### src/rtl/key_event_decoder_if.sv
// Button event bundle between a debounced button source and its event decoder.
// The master drives the debounced level; the slave returns the level copy and event pulses.
interface key_event_decoder_if;
  logic btn_level;
  logic key_held;
  logic press_pulse;
  logic release_pulse;
  logic short_press;
  logic long_press;
  logic repeat_pulse;
  logic double_click;

  modport master (
    output btn_level,
    input  key_held,
    input  press_pulse,
    input  release_pulse,
    input  short_press,
    input  long_press,
    input  repeat_pulse,
    input  double_click
  );

  modport slave (
    input  btn_level,
    output key_held,
    output press_pulse,
    output release_pulse,
    output short_press,
    output long_press,
    output repeat_pulse,
    output double_click
  );
endinterface

### src/rtl/key_event_decoder.sv
// Turns a debounced button level into one-cycle press/release/click/long/repeat/double pulses.
// One shared counter times the long-press, auto-repeat and double-click windows.
module key_event_decoder #(
  parameter int unsigned LONG_CYC   = 100_000_000,
  parameter int unsigned REPEAT_CYC = 20_000_000,
  parameter int unsigned DCLICK_CYC = 30_000_000,
  parameter int unsigned CNT_W      = 28
) (
  input  logic               clk,
  input  logic               rst_n,
  key_event_decoder_if.slave bus
);

  typedef enum logic [2:0] {
    StIdle    = 3'd0,
    StPressed = 3'd1,
    StLheld   = 3'd2,
    StWait2   = 3'd3,
    StPress2  = 3'd4
  } state_e;

  localparam logic [CNT_W-1:0] LongLast   = CNT_W'(LONG_CYC - 1);
  localparam logic [CNT_W-1:0] RepeatLast = CNT_W'(REPEAT_CYC - 1);
  localparam logic [CNT_W-1:0] DclickLast = CNT_W'(DCLICK_CYC - 1);
  localparam logic [CNT_W-1:0] CntZero    = '0;
  localparam logic [CNT_W-1:0] CntOne     = CNT_W'(1);

  state_e           r_state;
  logic [CNT_W-1:0] r_cnt;
  logic             r_btn_q;
  logic             r_press;
  logic             r_release;
  logic             r_short;
  logic             r_long;
  logic             r_repeat;
  logic             r_double;

  state_e           w_state_nxt;
  logic [CNT_W-1:0] w_cnt_nxt;
  logic             w_rise;
  logic             w_fall;
  logic             w_press_nxt;
  logic             w_release_nxt;
  logic             w_short_nxt;
  logic             w_long_nxt;
  logic             w_repeat_nxt;
  logic             w_double_nxt;

  assign w_rise = bus.btn_level & ~r_btn_q;
  assign w_fall = ~bus.btn_level & r_btn_q;

  // Edges are checked before timeouts so a same-cycle edge always wins.
  always_comb begin
    w_state_nxt   = r_state;
    w_cnt_nxt     = r_cnt;
    w_press_nxt   = 1'b0;
    w_release_nxt = 1'b0;
    w_short_nxt   = 1'b0;
    w_long_nxt    = 1'b0;
    w_repeat_nxt  = 1'b0;
    w_double_nxt  = 1'b0;

    unique case (r_state)
      StIdle: begin
        w_cnt_nxt = CntZero;
        if (w_rise) begin
          w_state_nxt = StPressed;
          w_press_nxt = 1'b1;
        end
      end

      StPressed: begin
        if (w_fall) begin
          w_state_nxt   = StWait2;
          w_cnt_nxt     = CntZero;
          w_release_nxt = 1'b1;
        end else if (r_cnt == LongLast) begin
          w_state_nxt = StLheld;
          w_cnt_nxt   = CntZero;
          w_long_nxt  = 1'b1;
        end else begin
          w_cnt_nxt = r_cnt + CntOne;
        end
      end

      StLheld: begin
        if (w_fall) begin
          w_state_nxt   = StIdle;
          w_cnt_nxt     = CntZero;
          w_release_nxt = 1'b1;
        end else if (r_cnt == RepeatLast) begin
          w_cnt_nxt    = CntZero;
          w_repeat_nxt = 1'b1;
        end else begin
          w_cnt_nxt = r_cnt + CntOne;
        end
      end

      StWait2: begin
        if (w_rise) begin
          w_state_nxt = StPress2;
          w_cnt_nxt   = CntZero;
          w_press_nxt = 1'b1;
        end else if (r_cnt == DclickLast) begin
          w_state_nxt = StIdle;
          w_cnt_nxt   = CntZero;
          w_short_nxt = 1'b1;
        end else begin
          w_cnt_nxt = r_cnt + CntOne;
        end
      end

      StPress2: begin
        if (w_fall) begin
          w_state_nxt   = StIdle;
          w_cnt_nxt     = CntZero;
          w_release_nxt = 1'b1;
          w_double_nxt  = 1'b1;
        end else if (r_cnt == LongLast) begin
          // Held too long: the earlier click is dropped and this becomes a long press.
          w_state_nxt = StLheld;
          w_cnt_nxt   = CntZero;
          w_long_nxt  = 1'b1;
        end else begin
          w_cnt_nxt = r_cnt + CntOne;
        end
      end

      default: begin
        w_state_nxt = StIdle;
        w_cnt_nxt   = CntZero;
      end
    endcase
  end

  always_ff @(posedge clk or negedge rst_n) begin
    if (!rst_n) begin
      r_state   <= StIdle;
      r_cnt     <= '0;
      r_btn_q   <= 1'b0;
      r_press   <= 1'b0;
      r_release <= 1'b0;
      r_short   <= 1'b0;
      r_long    <= 1'b0;
      r_repeat  <= 1'b0;
      r_double  <= 1'b0;
    end else begin
      r_state   <= w_state_nxt;
      r_cnt     <= w_cnt_nxt;
      r_btn_q   <= bus.btn_level;
      r_press   <= w_press_nxt;
      r_release <= w_release_nxt;
      r_short   <= w_short_nxt;
      r_long    <= w_long_nxt;
      r_repeat  <= w_repeat_nxt;
      r_double  <= w_double_nxt;
    end
  end

  // The sampled level doubles as the held indication.
  assign bus.key_held      = r_btn_q;
  assign bus.press_pulse   = r_press;
  assign bus.release_pulse = r_release;
  assign bus.short_press   = r_short;
  assign bus.long_press    = r_long;
  assign bus.repeat_pulse  = r_repeat;
  assign bus.double_click  = r_double;

endmodule

### src/flat_wrapper.sv
// flat-port wrapper written by rule: the top's interface ports become plain ports
module key_event_decoder_flat 
#(
  parameter int unsigned LONG_CYC   = 100_000_000,
  parameter int unsigned REPEAT_CYC = 20_000_000,
  parameter int unsigned DCLICK_CYC = 30_000_000,
  parameter int unsigned CNT_W      = 28
)
  (clk, rst_n, bus_btn_level, bus_key_held, bus_press_pulse, bus_release_pulse, bus_short_press, bus_long_press, bus_repeat_pulse, bus_double_click);
  key_event_decoder_if bus_i ();
  input  logic clk;
  input  logic rst_n;
  input wire logic [$bits(bus_i.btn_level)-1:0] bus_btn_level;
  output wire logic [$bits(bus_i.key_held)-1:0] bus_key_held;
  output wire logic [$bits(bus_i.press_pulse)-1:0] bus_press_pulse;
  output wire logic [$bits(bus_i.release_pulse)-1:0] bus_release_pulse;
  output wire logic [$bits(bus_i.short_press)-1:0] bus_short_press;
  output wire logic [$bits(bus_i.long_press)-1:0] bus_long_press;
  output wire logic [$bits(bus_i.repeat_pulse)-1:0] bus_repeat_pulse;
  output wire logic [$bits(bus_i.double_click)-1:0] bus_double_click;
  assign bus_i.btn_level = bus_btn_level;
  assign bus_key_held = bus_i.key_held;
  assign bus_press_pulse = bus_i.press_pulse;
  assign bus_release_pulse = bus_i.release_pulse;
  assign bus_short_press = bus_i.short_press;
  assign bus_long_press = bus_i.long_press;
  assign bus_repeat_pulse = bus_i.repeat_pulse;
  assign bus_double_click = bus_i.double_click;
  key_event_decoder #(.LONG_CYC(LONG_CYC), .REPEAT_CYC(REPEAT_CYC), .DCLICK_CYC(DCLICK_CYC), .CNT_W(CNT_W)) u_core (.clk(clk), .rst_n(rst_n), .bus(bus_i));
endmodule
### config.mk
export PLATFORM = sky130hd
export DESIGN_NAME = key_event_decoder_flat
export DESIGN_NICKNAME = d
export VERILOG_FILES = /design/src/rtl/key_event_decoder_if.sv /design/src/rtl/key_event_decoder.sv /design/src/flat_wrapper.sv
export SDC_FILE = /design/constraint.sdc
export NUM_CORES = 1
export LEC_CHECK = 0
export BUFFER_PORTS_ARGS = -buffer_cell sky130_fd_sc_hd__buf_2
export CORE_AREA = 2 2 57 73
export CTS_CLUSTER_DIAMETER = 120
export DETAILED_ROUTE_END_ITERATION = 7
export DIE_AREA = 0 0 59 75
export PLACE_DENSITY = 0.85
export SLEW_MARGIN = 20
export SYNTH_ARGS = -nofsm -noshare
export SYNTH_HDL_FRONTEND = slang
export SYNTH_SLANG_ARGS = --single-unit
### constraint.sdc
create_clock -name clk -period 2.3 [get_ports clk]
set_input_delay 0.46 -clock clk [delete_from_list [all_inputs] [get_ports clk]]
set_output_delay 0.46 -clock clk [all_outputs]
set_load 0.005 [all_outputs]
### After elaboration in Yosys (flattened, before gate mapping)

Index checks and enable logic that the tools add are counted.

| word-level totals | value |
|---|---|
| bits of input ports | 3 |
| output and inout port bits | 7 |
| register bits after elaboration | 38 |

| operators by class | value |
|---|---|
| eq/ne operators | 10 |
| reduce and logical (&&, ||, !) cells | 5 |
| bitwise logic cells | 4 |
| muxes and demuxes | 29 |
| $add $sub $neg | 1 |

Operators with widths:

| operator | number |
|---|---|
| two-way mux 28 bit | 6 |
| one-hot mux 28 bit (3 select lines) | 1 |
| equality test 28 x 25 -> 1 bit (second input constant) | 2 |
| adder 28 x 1 -> 28 bit (second input constant) | 1 |
| equality test 28 x 27 -> 1 bit (second input constant) | 1 |
| two-way mux 3 bit | 7 |
| one-hot mux 3 bit (5 select lines) | 1 |
| two-way mux 1 bit | 14 |
| equality test 3 x 2 -> 1 bit (second input constant) | 2 |
| inequality test 2 x 1 -> 1 bit (second input constant) | 2 |
| OR reduction 2 bit | 2 |
| equality test 3 x 1 -> 1 bit (second input constant) | 1 |
| equality test 3 bit (second input constant) | 1 |
| zero test 3 bit | 1 |
| inequality test 3 x 1 -> 1 bit (second input constant) | 1 |
| AND reduction 3 bit | 1 |
| OR reduction 3 bit | 1 |
| AND 1 bit | 2 |
| NOT 1 bit | 2 |

### Depth between registers and ports, before layout

Gate-level depths: netlist (run 1).

| depth | value |
|---|---|
| depth in word-level cells | 4 |
| mapped depth | 8 |
| gate-level depth less buffers | 6 |

### Least setup slack after synthesis (run 1)

OpenSTA, ideal clock, no wires.

| timing | value |
|---|---|
| path kind | reg-to-reg |
| start | register u_core.r_cnt[8] |
| end | register u_core.r_cnt[10] |
| slack | 308 ps |
| required time | 2159 ps |
| arrival | 1850 ps |
| period minus slack after synthesis | 1992 ps |
| buffers on the path | 1 |
| library setup time | 141 ps |
| stages on the path, launching flop included | 7 |
| cell sequence | dfrtp_1 or4b_4 nor4_4 nor3_2 a221oi_4 buf_8 a21oi_2 |

| between the ends | value |
|---|---|
| longest elaborated chain between the ends | 4 |
| elaborated cells on any way between the ends | 11 |
| those cells by class | add/sub (1); eq/ne (3); mux (7) |

RTL lines:

| item | line | source |
|---|---|---|
| from (decl) | key_event_decoder.sv:29 | `logic [CNT_W-1:0] r_cnt;` |
| from (signal assigned) | key_event_decoder.sv:149 | `r_cnt <= w_cnt_nxt;` |
| adder 28 x 1 -> 28 bit, or another cell as far along | n/a |  |
| two-way mux 28 bit, on equally long branches | n/a |  |
| two-way mux 28 bit, on equally long branches | key_event_decoder.sv:73, key_event_decoder.sv:87, key_event_decoder.sv:100 |  |
| one-hot mux 28 bit (3 select lines) (*) | key_event_decoder.sv:63 | `unique case (r_state)` |
| net u_core.w_cnt_nxt[10] | key_event_decoder.sv:39 | `logic [CNT_W-1:0] w_cnt_nxt;` |

The timed path passes the listed nets; every way through them passes the cells marked *.
A chain may end at the register's enable or synchronous reset.

### Worst setup path in the final report (run 1)

| timing | value |
|---|---|
| start | register u_core.r_cnt[15] |
| end | register u_core.r_cnt[24] |

The elaborated chain is that of the path after synthesis.

==> results.tsv, run 1 <==
stage	metric	value	unit
status	outcome	finished clean	
logic_synthesis	synth.area.top_cells	dfrtp_1 (45%), xnor2_1 (9.1%), a21oi_1 (4.3%)	
final_layout	finalCoreUtilization	61.4	%
final_layout	drive_gt1_share	18.3	%
routing	vias	1589	
sta	worstMarginPinSlew	0.838	ns
clocking	postCtsHoldBufs	0	
worst_setup_path	path_cells	or4_1, nor2_1, nand2_2, a221oi_4, buf_12, a21oi_1	
logic_synthesis	yosysWarnings	0	
sta	setup_slack	0.307	ns
floorplanning	core	3690	um2
worst_setup_path	cp_max_fo	21	
logic_synthesis	async_flop_share	100	%
worst_setup_path	crit_required	2.47	ns
logic_synthesis	synth_edf_count	0	
final_layout	syn_to_final_growth	7.22	%
grt	grt_util_all_layers	20.6	%
power	power.density	799	nW/um2
sta	rsz0062_at_grt	no	
logic_synthesis	synth_adder_area_share	0.592	%
routing	ant_nets	0	
final_layout	nets	223	
clocking	htree_levels	2	
worst_setup_path	arrival	2.16	ns
sta	max_slew_margin	44.1	%
logic_synthesis	yosysSeqAreaShare	45.0	%
worst_setup_path	path_delay_family	simple AND/OR/NAND/NOR gates	
place	place.gp.congestion	0.830	
worst_setup_path	worstSetupEndpointType	register	
logic_synthesis	syn_area	2110	um2
logic_synthesis	synthSimpleGateAreaFrac	26.0	%
logic_synthesis	synth.most_common_cell	dfrtp_1	
floorplanning	initial_core_util	57.3	%
clocking	cts.sinks	38	
clocking	clk_path_buf_depth	2	
routing	first_pass_iters	5	
final_layout	antenna_cells	0	
power	finalPower	1.81	mW
grt	globalRouteOverflowTotal	0	
logic_synthesis	syn_inst	212	
grt	grt_start_max_net_pins	39	
routing	dr.first_iter.drc_count	55	
final_layout	stdcell_area	2270	um2
logic_synthesis	synth.top_cells.by_count	dfrtp_1 (38), xnor2_1 (22), a21oi_1 (18)	
logic_synthesis	synth_nets	216	
floorplanning	die_area	4430	um2
worst_setup_path	cp_num_buf_inv	1	
sta	whs	0.276	ns
sta	final.setup.tns	0	ns
floorplanning	rows	25	
clocking	cts_made_buffers	5	
worst_setup_path	cp_slowest_cell	or4_1	
sta	finalHoldViolations	0	
logic_synthesis	synth_compound_area_share	12.1	%
floorplanning	die_w	59	um
clocking	clk_pin_slew_worst_paths	0.07	ns
grt	grt_pass1_wl	6860	um
logic_synthesis	synth_seq_cells	38	
clocking	clk_latency	0.29	ns
logic_synthesis	avgSynthCellArea	9.97	um2
grt	grt_pass1_vias	1507	
logic_synthesis	synthFlopType	dfrtp_1	
hold_path	min_path_type	input pin to async pin	
logic_synthesis	yosysTopAreaCell	dfrtp_1	
worst_setup_path	path_class	register to register	
logic_synthesis	synth_top_area_share	45.0	%
sta	fin_crit_sh	86.7	%
grt	antenna_found_initial	0	
clocking	cts_tree	done	
logic_synthesis	muxShareOfSynthArea	0	%
worst_setup_path	max_stage_delay	0.58	ns
sta	finalMaxSlewViolations	0	
place	post-place-ws	0.284	ns
place	post-place-cells	252	
routing	drc	0	
final_layout	fin_cells	258	
clocking	cts_resized	0	
clocking	cts_setup_buffers	0	
place	place_area	2180	um2
place	dp_hpwl	2730	um
power	leakagePower	0.868	nW
clocking	clockRootBuffer	clkbuf_8	
logic_synthesis	synth.distinct_cells	43	
logic_synthesis	synth_top_family_by_area	simple AND/OR/NAND/NOR gates	
logic_synthesis	synth-xor-area-share	11.6	%
floorplanning	fp.dieH	75	um
sta	min_period	1.99	ns
sta	setup_violations	0	
floorplanning	ios	10	
place	port-buffer-count	9	
sta	fmax	502	MHz
routing	wire_per_inst	15.6	um
sta	fin_skew	0.0114	ns
routing	drt_wl_total	4030	um
power	peakVddDrop	0.000378	V
routing	viasPerCell	6.16	
job	cap_violations	0	
worst_setup_path	startpoint_type	register	
## power by group
part           switching (mW)  internal (mW)  leakage [nW]
registers              0.0714          0.721         0.521
clock network           0.217          0.231        0.0431
logic                   0.344          0.227         0.304
total                   0.632           1.18         0.868
## layout by cell type, fill, tap and decap left out, drive strengths merged, types with 2 or more instances in the layout
master	synthesis	routed
nor4	11	11
nand4	5	5
nand2	12	12
nor3	14	14
or2	2	2
inv	5	5
nand3	11	11
nor2b	2	2
xor2	6	6
nor2	12	12
a21oi	28	28
buf	7	13
xnor2	22	22
o21bai	2	2
and4	3	3
clkbuf	6	6
or4b	2	2
nor4bb	2	2
nand2b	7	7
dfrtp	38	38
## final cells by class
cell class / instances / area (um2)
Inverter: 5 / 18.8
Sequential cell: 38 / 951
Clock buffer: 6 / 82.6
Tap cell: 40 / 50.0
Multi-Input combinational cell: 156 / 1060
Timing Repair Buffer: 13 / 100
Fill cell: 314 / 1430
## registers in the layout, summed over array words and instances, names as in the netlist
signal	count
u_core.bus.key_held	1
u_core.bus.release_pulse	1
u_core.bus.repeat_pulse	1
u_core.bus.double_click	1
u_core.bus.short_press	1
u_core.r_state	3
u_core.r_cnt	28
u_core.bus.long_press	1
u_core.bus.press_pulse	1
## worst register-to-register path, delay by kind of cell (launching register included)
| kind | cells | cell delay (ns) |
|---|---|---|
| AOI/OAI and AO/OA | 2 | 0.42 |
| and+or+nand+nor | 3 | 0.80 |
| DFF | 1 | 0.43 |
| buffers and inverters | 1 | 0.21 |
## per-layer routing
metal	vias to the layer above	part of all wire [%]	GRT usage (%)
met4	0	2.1	9.09
met5	-	0	0
met2	42	51	34.7
met1	775	43	24.9
li1	763	-	-
met3	9	4.1	4.81
## cell families (layout without fill, tap and decap cells)
family,count (synthesis),after routing
simple gates,91,91
flops,38,38
compound gates,36,36
xor+xnor,28,28
buf+inv,18,24
fa+ha+maj,1,1
## worst paths after layout
check / start / to / slack [ns] / cells past startpoint
worst max-delay path: u_core.r_cnt[15] / u_core.r_cnt[24] / 0.31 / 6
worst min-delay path: rst_n / u_core.r_cnt[19] / 0.28 / 1
worst max register to register: u_core.r_cnt[15] / u_core.r_cnt[24] / 0.31 / 6
worst min register to register: u_core.r_cnt[0] / u_core.r_cnt[0] / 0.49 / 1
max in group asynchronous: rst_n / u_core.bus.key_held / 1.50 / 1
min in group clk: bus_btn_level / u_core.bus.key_held / 0.33 / 1
No activity file was read; power rests on OpenSTA's default activity.
==> inputs of run 2 (changes only) <==
==> constraint.sdc (replaced) <==
create_clock -name clk -period 1.9 [get_ports clk]
set_input_delay 0.38 -clock clk [delete_from_list [all_inputs] [get_ports clk]]
set_output_delay 0.38 -clock clk [all_outputs]
set_load 0.005 [all_outputs]
==> run 2 against run 1 <==
The run now ends with setup timing left. Non-clock buffer count grew 35. Routed wire length grew 23%. Sequential share of layout area shrank 5.5 points. Combinational power grew 44%. Global-route usage grew 4.6 points. Worst hold slack lost 0.17 ns. First-iteration DRC count grew to 2.7 times the previous value. Die area is the same. Clock skew grew 0.0018 ns. Sequential power grew 17%. Critical path type unchanged. Largest cell class unchanged. Largest power group unchanged. Highest routed layer unchanged.
==> results.tsv, run 2 (synthesized netlist as in run 1, its figures left out) <==
stage	metric	value	unit	change
sta	fmax	513	MHz	was 502 MHz
grt	grt_start_max_net_pins	39		unchanged
routing	vias	1766		was 1589
floorplanning	die_area	4430	um2	unchanged
place	port-buffer-count	9		unchanged
routing	viasPerCell	5.99		was 6.16
floorplanning	initial_core_util	57.3	%	unchanged
worst_setup_path	worstSetupEndpointType	register		unchanged
final_layout	drive_gt1_share	34.9	%	was 18.3%
place	post-place-ws	-0.0753	ns	was 0.284 ns
sta	rsz0062_at_grt	yes		was no
final_layout	stdcell_area	2610	um2	was 2270 um2
sta	setup_violations	28		was 0
sta	fin_crit_sh	103	%	was 86.7%
clocking	clk_latency	0.31	ns	was 0.29 ns
floorplanning	fp.dieH	75	um	unchanged
clocking	htree_levels	2		unchanged
sta	min_period	1.95	ns	was 1.99 ns
clocking	clk_pin_slew_worst_paths	0.08	ns	was 0.07 ns
place	place.gp.congestion	0.866		was 0.830
clocking	postCtsHoldBufs	0		unchanged
clocking	clockRootBuffer	clkbuf_8		unchanged
sta	final.setup.tns	-0.815	ns	was 0 ns
routing	ant_nets	0		unchanged
clocking	cts.sinks	38		unchanged
sta	worstMarginPinSlew	0.473	ns	was 0.838 ns
grt	grt_pass1_wl	8270	um	was 6860 um
final_layout	finalCoreUtilization	70.6	%	was 61.4%
grt	grt_util_all_layers	25.2	%	was 20.6%
grt	antenna_found_initial	0		unchanged
routing	drt_wl_total	4950	um	was 4030 um
job	cap_violations	0		unchanged
final_layout	syn_to_final_growth	23.3	%	was 7.22%
routing	drc	0		unchanged
floorplanning	ios	10		unchanged
worst_setup_path	crit_required	2.10	ns	was 2.47 ns
final_layout	mostFrequentLayoutCells	dfrtp_1 (38), buf_4 (35), xnor2_1 (22), a21oi_1 (14), a21oi_2 (14)		was dfrtp_1 (38), xnor2_1 (22), a21oi_1 (18), nor3_1 (13)
final_layout	mostFrequentLayoutCell	dfrtp_1		unchanged
floorplanning	core	3690	um2	unchanged
routing	dr.first_iter.drc_count	146		was 55
sta	fin_skew	0.0132	ns	was 0.0114 ns
sta	finalHoldViolations	0		unchanged
routing	first_pass_iters	4		was 5
power	power.density	897	nW/um2	was 799 nW/um2
worst_setup_path	path_class	register to register		unchanged
final_layout	largest_register_ffs	28		unchanged
sta	finalMaxSlewViolations	0		unchanged
place	place_area	2420	um2	was 2180 um2
sta	setup_slack	-0.0501	ns	was 0.307 ns
grt	globalRouteOverflowTotal	0		unchanged
place	post-place-cells	285		was 252
final_layout	fin_cells	295		was 258
final_layout	fillers	257		was 314
power	peakVddDrop	0.000572	V	was 0.000378 V
floorplanning	die_w	59	um	unchanged
floorplanning	rows	25		unchanged
status	outcome	complete, but fails checks		was finished clean
final_layout	multi_input_area	1130	um2	was 1060 um2
hold_path	min_path_type	input pin to async pin		unchanged
sta	max_slew_margin	68.2	%	was 44.1%
place	dp_hpwl	3320	um	was 2730 um
worst_setup_path	arrival	2.15	ns	was 2.16 ns
clocking	cts_tree	done		unchanged
status	violations	setup timing		
clocking	cts_made_buffers	5		unchanged
sta	whs	0.104	ns	was 0.276 ns
routing	wire_per_inst	16.8	um	was 15.6 um
clocking	clk_path_buf_depth	2		unchanged
power	leakagePower	1.06	nW	was 0.868 nW
final_layout	antenna_cells	0		unchanged
worst_setup_path	startpoint_type	register		unchanged
final_layout	nets	258		was 223
worst_setup_path	cp_max_fo	7		was 21
grt	grt_pass1_vias	1817		was 1507
final_layout	ff_latch_area	951	um2	unchanged
final_layout	reg.largest.list	u_core.r_cnt (28), u_core.r_state (3)		unchanged
final_layout	largest_register	u_core.r_cnt		unchanged
power	finalPower	2.34	mW	was 1.81 mW
==> run 2: changes by cell type in the layout (fill, tap and decap cells not counted), moves of 3 or more <==
cell | before | now
nor4_2 | 0 | 4
nor4_1 | 10 | 6
buf_4 | 2 | 35
a21oi_2 | 10 | 14
buf_6 | 0 | 3
a21oi_1 | 18 | 14
==> run 2: metal layers <==
layer	up-vias	global-route usage, %	wire length (um)
met5	-	0	0
met4	0	13.4	168
met3	18	7.22	240
met2	66	42.7	2580
met1	850	28.6	1960
li1	832	-	-
==> run 2: report_power, final <==
part	total, mW	internal [mW]	switching [mW]
sequential	0.929	0.873	0.0569
clock	0.583	0.293	0.290
combinational	0.824	0.331	0.493
total	2.34	1.50	0.840
==> run 2: critical path, stage by stage, from the launching register on <==
cell,delay [ns]
dfrtp_1,0.42
or4b_4,0.56
nor4_4,0.19
nor3_2,0.10
a221oi_4,0.25
buf_4,0.25
a21oi_2,0.07
==> run 2: final timing paths <==
check,startpoint,slack [ns],endpoint,cells past startpoint
setup / recovery,u_core.r_cnt[8],-0.05,u_core.r_cnt[13],6
hold / removal,rst_n,0.10,u_core.r_cnt[10],2
setup reg to reg,u_core.r_cnt[8],-0.05,u_core.r_cnt[13],6
hold reg to reg,u_core.r_cnt[0],0.55,u_core.r_cnt[0],2
max in group asynchronous,rst_n,1.44,u_core.r_cnt[18],2
min in group clk,bus_btn_level,0.22,u_core.bus.key_held,1
==> run 2: final cells by class <==
| class | count | share of cell area, % |
|---|---|---|
| sequential | 38 | 36.5 |
| tap | 40 | 1.92 |
| clock buffer | 7 | 3.31 |
| inverter | 5 | 0.720 |
| timing repair buffer | 48 | 13.9 |
| clock inverter | 1 | 0.192 |
| multi-input combinational | 156 | 43.5 |
==> run 2: repair_timing <==
| item | in CTS | in global routing |
|---|---|---|
| pin swaps | 1 | 3 |
| buffers inserted | 2 | 0 |
| endpoints found under the setup margin | 28 | 30 |
| resized for setup | 10 | 8 |
==> inputs of run 3 (changes only) <==
--- a/config.mk
+++ b/config.mk
@@ -6,10 +6,12 @@
 export NUM_CORES = 1
 export LEC_CHECK = 0
 export BUFFER_PORTS_ARGS = -buffer_cell sky130_fd_sc_hd__buf_2
-export CORE_AREA = 2 2 57 73
+export CORE_AREA = 2 2 61 69
 export CTS_CLUSTER_DIAMETER = 120
 export DETAILED_ROUTE_END_ITERATION = 7
-export DIE_AREA = 0 0 59 75
+export DIE_AREA = 0 0 63 71
+export GPL_TIMING_DRIVEN = 0
+export HOLD_SLACK_MARGIN = 0.05
 export PLACE_DENSITY = 0.85
 export SLEW_MARGIN = 20
 export SYNTH_ARGS = -nofsm -noshare
==> run 3 against run 2 <==
The run still ends with setup timing left. Non-clock buffer count is 12 lower. Critical path depth is 1 higher. Clock skew is 0.0085 ns lower. Final area is 2.9% lower. Via count is 2.1% lower. Routed wire length is 5.0% lower. Fmax is 4.2% lower. Worst setup slack worse by 0.085 ns. Die area is 1.1% higher. Critical path type unchanged. Critical endpoint is now u_core.r_cnt[20]. Largest cell class unchanged. Largest power group is now combinational cells.
==> results.tsv, run 3 (synthesized netlist as in run 1, its figures left out) <==
stage	metric	value	unit	change
worst_setup_path	max_stage_delay	0.55	ns	was 0.56 ns
clocking	htree_levels	2		unchanged
sta	min_period	2.04	ns	was 1.95 ns
power	finalPower	2.54	mW	was 2.34 mW
final_layout	fillers	293		was 257
sta	fmax	491	MHz	was 513 MHz
floorplanning	die_w	63	um	was 59 um
clocking	clk_latency	0.30	ns	was 0.31 ns
grt	globalRouteOverflowTotal	0		unchanged
sta	setup_slack	-0.135	ns	was -0.0501 ns
worst_setup_path	startpoint_type	register		unchanged
routing	ant_nets	0		unchanged
worst_setup_path	worstSetupEndpointType	register		unchanged
grt	grt_util_all_layers	22.9	%	was 25.2%
status	outcome	complete, but fails checks		unchanged
final_layout	largest_register	u_core.r_cnt		unchanged
sta	finalHoldViolations	0		unchanged
final_layout	mostFrequentLayoutCell	dfrtp_1		unchanged
final_layout	reg.largest.list	u_core.r_cnt (28), u_core.r_state (3)		unchanged
power	leakagePower	0.985	nW	was 1.06 nW
place	place.gp.congestion	0.875		was 0.866
final_layout	nets	246		was 258
grt	grt_pass1_wl	7940	um	was 8270 um
floorplanning	ios	10		unchanged
sta	worstMarginPinSlew	0.812	ns	was 0.473 ns
routing	drc	0		unchanged
grt	grt_pass1_vias	1703		was 1817
floorplanning	initial_core_util	55.4	%	was 57.3%
worst_setup_path	r2r-start	u_core.r_cnt[8]		unchanged
clocking	cts_made_buffers	5		unchanged
power	peakVddDrop	0.000668	V	was 0.000572 V
floorplanning	die_area	4470	um2	was 4430 um2
place	post-place-ws	-0.376	ns	was -0.0753 ns
clocking	cts.sinks	38		unchanged
routing	drt_wl_total	4710	um	was 4950 um
clocking	postCtsHoldBufs	0		unchanged
worst_setup_path	cp_max_fo	5		was 7
worst_setup_path	path_class	register to register		unchanged
grt	grt_start_max_net_pins	39		unchanged
routing	vias	1729		was 1766
final_layout	syn_to_final_growth	19.7	%	was 23.3%
routing	viasPerCell	5.86		was 5.99
clocking	clk_path_buf_depth	2		unchanged
final_layout	largest_register_ffs	28		unchanged
worst_setup_path	rrSetupSlack	-0.14	ns	was -0.05 ns
sta	finalMaxSlewViolations	0		unchanged
job	cap_violations	0		unchanged
floorplanning	fp.dieH	71	um	was 75 um
clocking	clk_pin_slew_worst_paths	0.07	ns	was 0.08 ns
floorplanning	rows	24		was 25
worst_setup_path	path_cells	or4b_4, nor4_4, nor3_2, a221oi_4, buf_4, buf_4, a21oi_1		was or4b_4, nor4_4, nor3_2, a221oi_4, buf_4, a21oi_2
place	port-buffer-count	9		unchanged
grt	antenna_found_initial	0		unchanged
worst_setup_path	r2r_end	u_core.r_cnt[20]		was u_core.r_cnt[13]
clocking	clockRootBuffer	clkbuf_8		unchanged
hold_path	min_path_type	input pin to async pin		unchanged
final_layout	drive_gt1_share	30.0	%	was 34.9%
worst_setup_path	worstRegToRegCells	7		was 6
sta	setup_violations	31		was 28
routing	dr.first_iter.drc_count	140		was 146
final_layout	stdcell_area	2530	um2	was 2610 um2
place	dp_hpwl	2730	um	was 3320 um
worst_setup_path	cp_slowest_cell	or4b_4		unchanged
sta	rsz0062_at_grt	yes		unchanged
final_layout	antenna_cells	0		unchanged
final_layout	mostFrequentLayoutCells	dfrtp_1 (35), xnor2_1 (22), a21oi_1 (17), buf_4 (15), nor3_1 (13)		was dfrtp_1 (38), buf_4 (35), xnor2_1 (22), a21oi_1 (14), a21oi_2 (14)
worst_setup_path	crit_required	2.09	ns	was 2.10 ns
sta	fin_crit_sh	107	%	was 103%
routing	wire_per_inst	16.0	um	was 16.8 um
clocking	cts_tree	done		unchanged
place	place_area	2230	um2	was 2420 um2
worst_setup_path	cp_common_cell	buf_4		
power	power.density	1000	nW/um2	was 897 nW/um2
sta	max_slew_margin	45.8	%	was 68.2%
sta	fin_skew	0.00476	ns	was 0.0132 ns
routing	first_pass_iters	4		unchanged
worst_setup_path	arrival	2.22	ns	was 2.15 ns
floorplanning	core	3810	um2	was 3690 um2
status	violations	setup timing		unchanged
-- run 3: changes by cell type in the layout (fill, tap and decap cells not counted), moves of 2 or more --
| cell | before | now |
|---|---|---|
| nor4_2 | 4 | 1 |
| dfrtp_2 | 0 | 3 |
| dfrtp_1 | 38 | 35 |
| a21oi_2 | 14 | 11 |
| buf_6 | 3 | 5 |
| nor4_1 | 6 | 8 |
| clkbuf_1 | 1 | 3 |
| buf_2 | 9 | 11 |
| buf_4 | 35 | 15 |
| a21oi_1 | 14 | 17 |
-- run 3: what timing repair did --
item / 4_1_cts / 5_1_grt
gates resized for setup: 16 / 9
setup endpoints to repair: 30 / 32
setup buffers: 14 / 2
gates cloned: 0 / 1
pin swaps: 5 / 2
-- run 3: worst max-delay path, delay by kind of cell, from the launching register on --
kind | cells | cell delay, ns
AOI/OAI and AO/OA | 2 | 0.31
DFF | 1 | 0.39
buffers and inverters | 2 | 0.32
and+or+nand+nor | 3 | 0.90
-- run 3: power by group --
part / internal (mW) / switching, mW / leakage, nW / total (mW)
logic: 0.467 / 0.535 / 0.422 / 1.00
clock network: 0.291 / 0.294 / 0.0472 / 0.585
registers: 0.872 / 0.0785 / 0.516 / 0.950
-- run 3: how the worst max path moves through the flow --
stage / cells after the start / slack (ns) / startpoint / endpoint
5_1_grt: 7 / -0.23 / u_core.r_cnt[8] / u_core.r_cnt[15]
3_3_place_gp: 7 / -0.35 / u_core.r_cnt[0] / u_core.r_cnt[17]
4_1_cts: 7 / -0.1 / u_core.r_cnt[8] / u_core.r_cnt[15]
3_5_place_dp: 7 / -0.38 / u_core.r_cnt[0] / u_core.r_cnt[18]
6_report: 7 / -0.14 / u_core.r_cnt[8] / u_core.r_cnt[20]
2_1_floorplan: 6 / -0.09 / u_core.r_cnt[8] / u_core.r_cnt[10]
-- run 3: layer usage --
layer | global-route usage [%] | vias up | wire length [um]
met4 | 12.3 | 0 | 150
li1 | - | 813 | -
met5 | 0 | - | 0
met2 | 38.8 | 44 | 2430
met3 | 5.09 | 15 | 161
met1 | 27.2 | 857 | 1960
-- run 3: final cells by class --
type | instances | area, um2 | area share [%]
buffer | 10 | 82.6 | 3.26
clock inverter | 2 | 12.5 | 0.495
inverter | 5 | 18.8 | 0.742
timing repair buffer | 26 | 180 | 7.12
sequential | 38 | 955 | 37.7
tap | 52 | 65.1 | 2.57
multi-input combinational | 156 | 1130 | 44.8
clock buffer | 6 | 82.6 | 3.26
-- run 3: stage by stage --
| stage | cells | hold slack [ns] | utilization (%) | TNS (ns) |
|---|---|---|---|---|
| 2_1_floorplan | 212 | 0.0844 | - | -1.54 |
| 3_3_place_gp | 273 | 0.467 | 58.4 | -7.94 |
| 3_5_place_dp | 273 | 0.476 | 58.4 | -8.93 |
| 4_1_cts | 294 | 0.200 | 65.0 | -1.64 |
| 5_1_grt | 295 | 0.228 | 66.3 | -6.59 |
| 6_report | 295 | 0.169 | 66.3 | -3.18 |
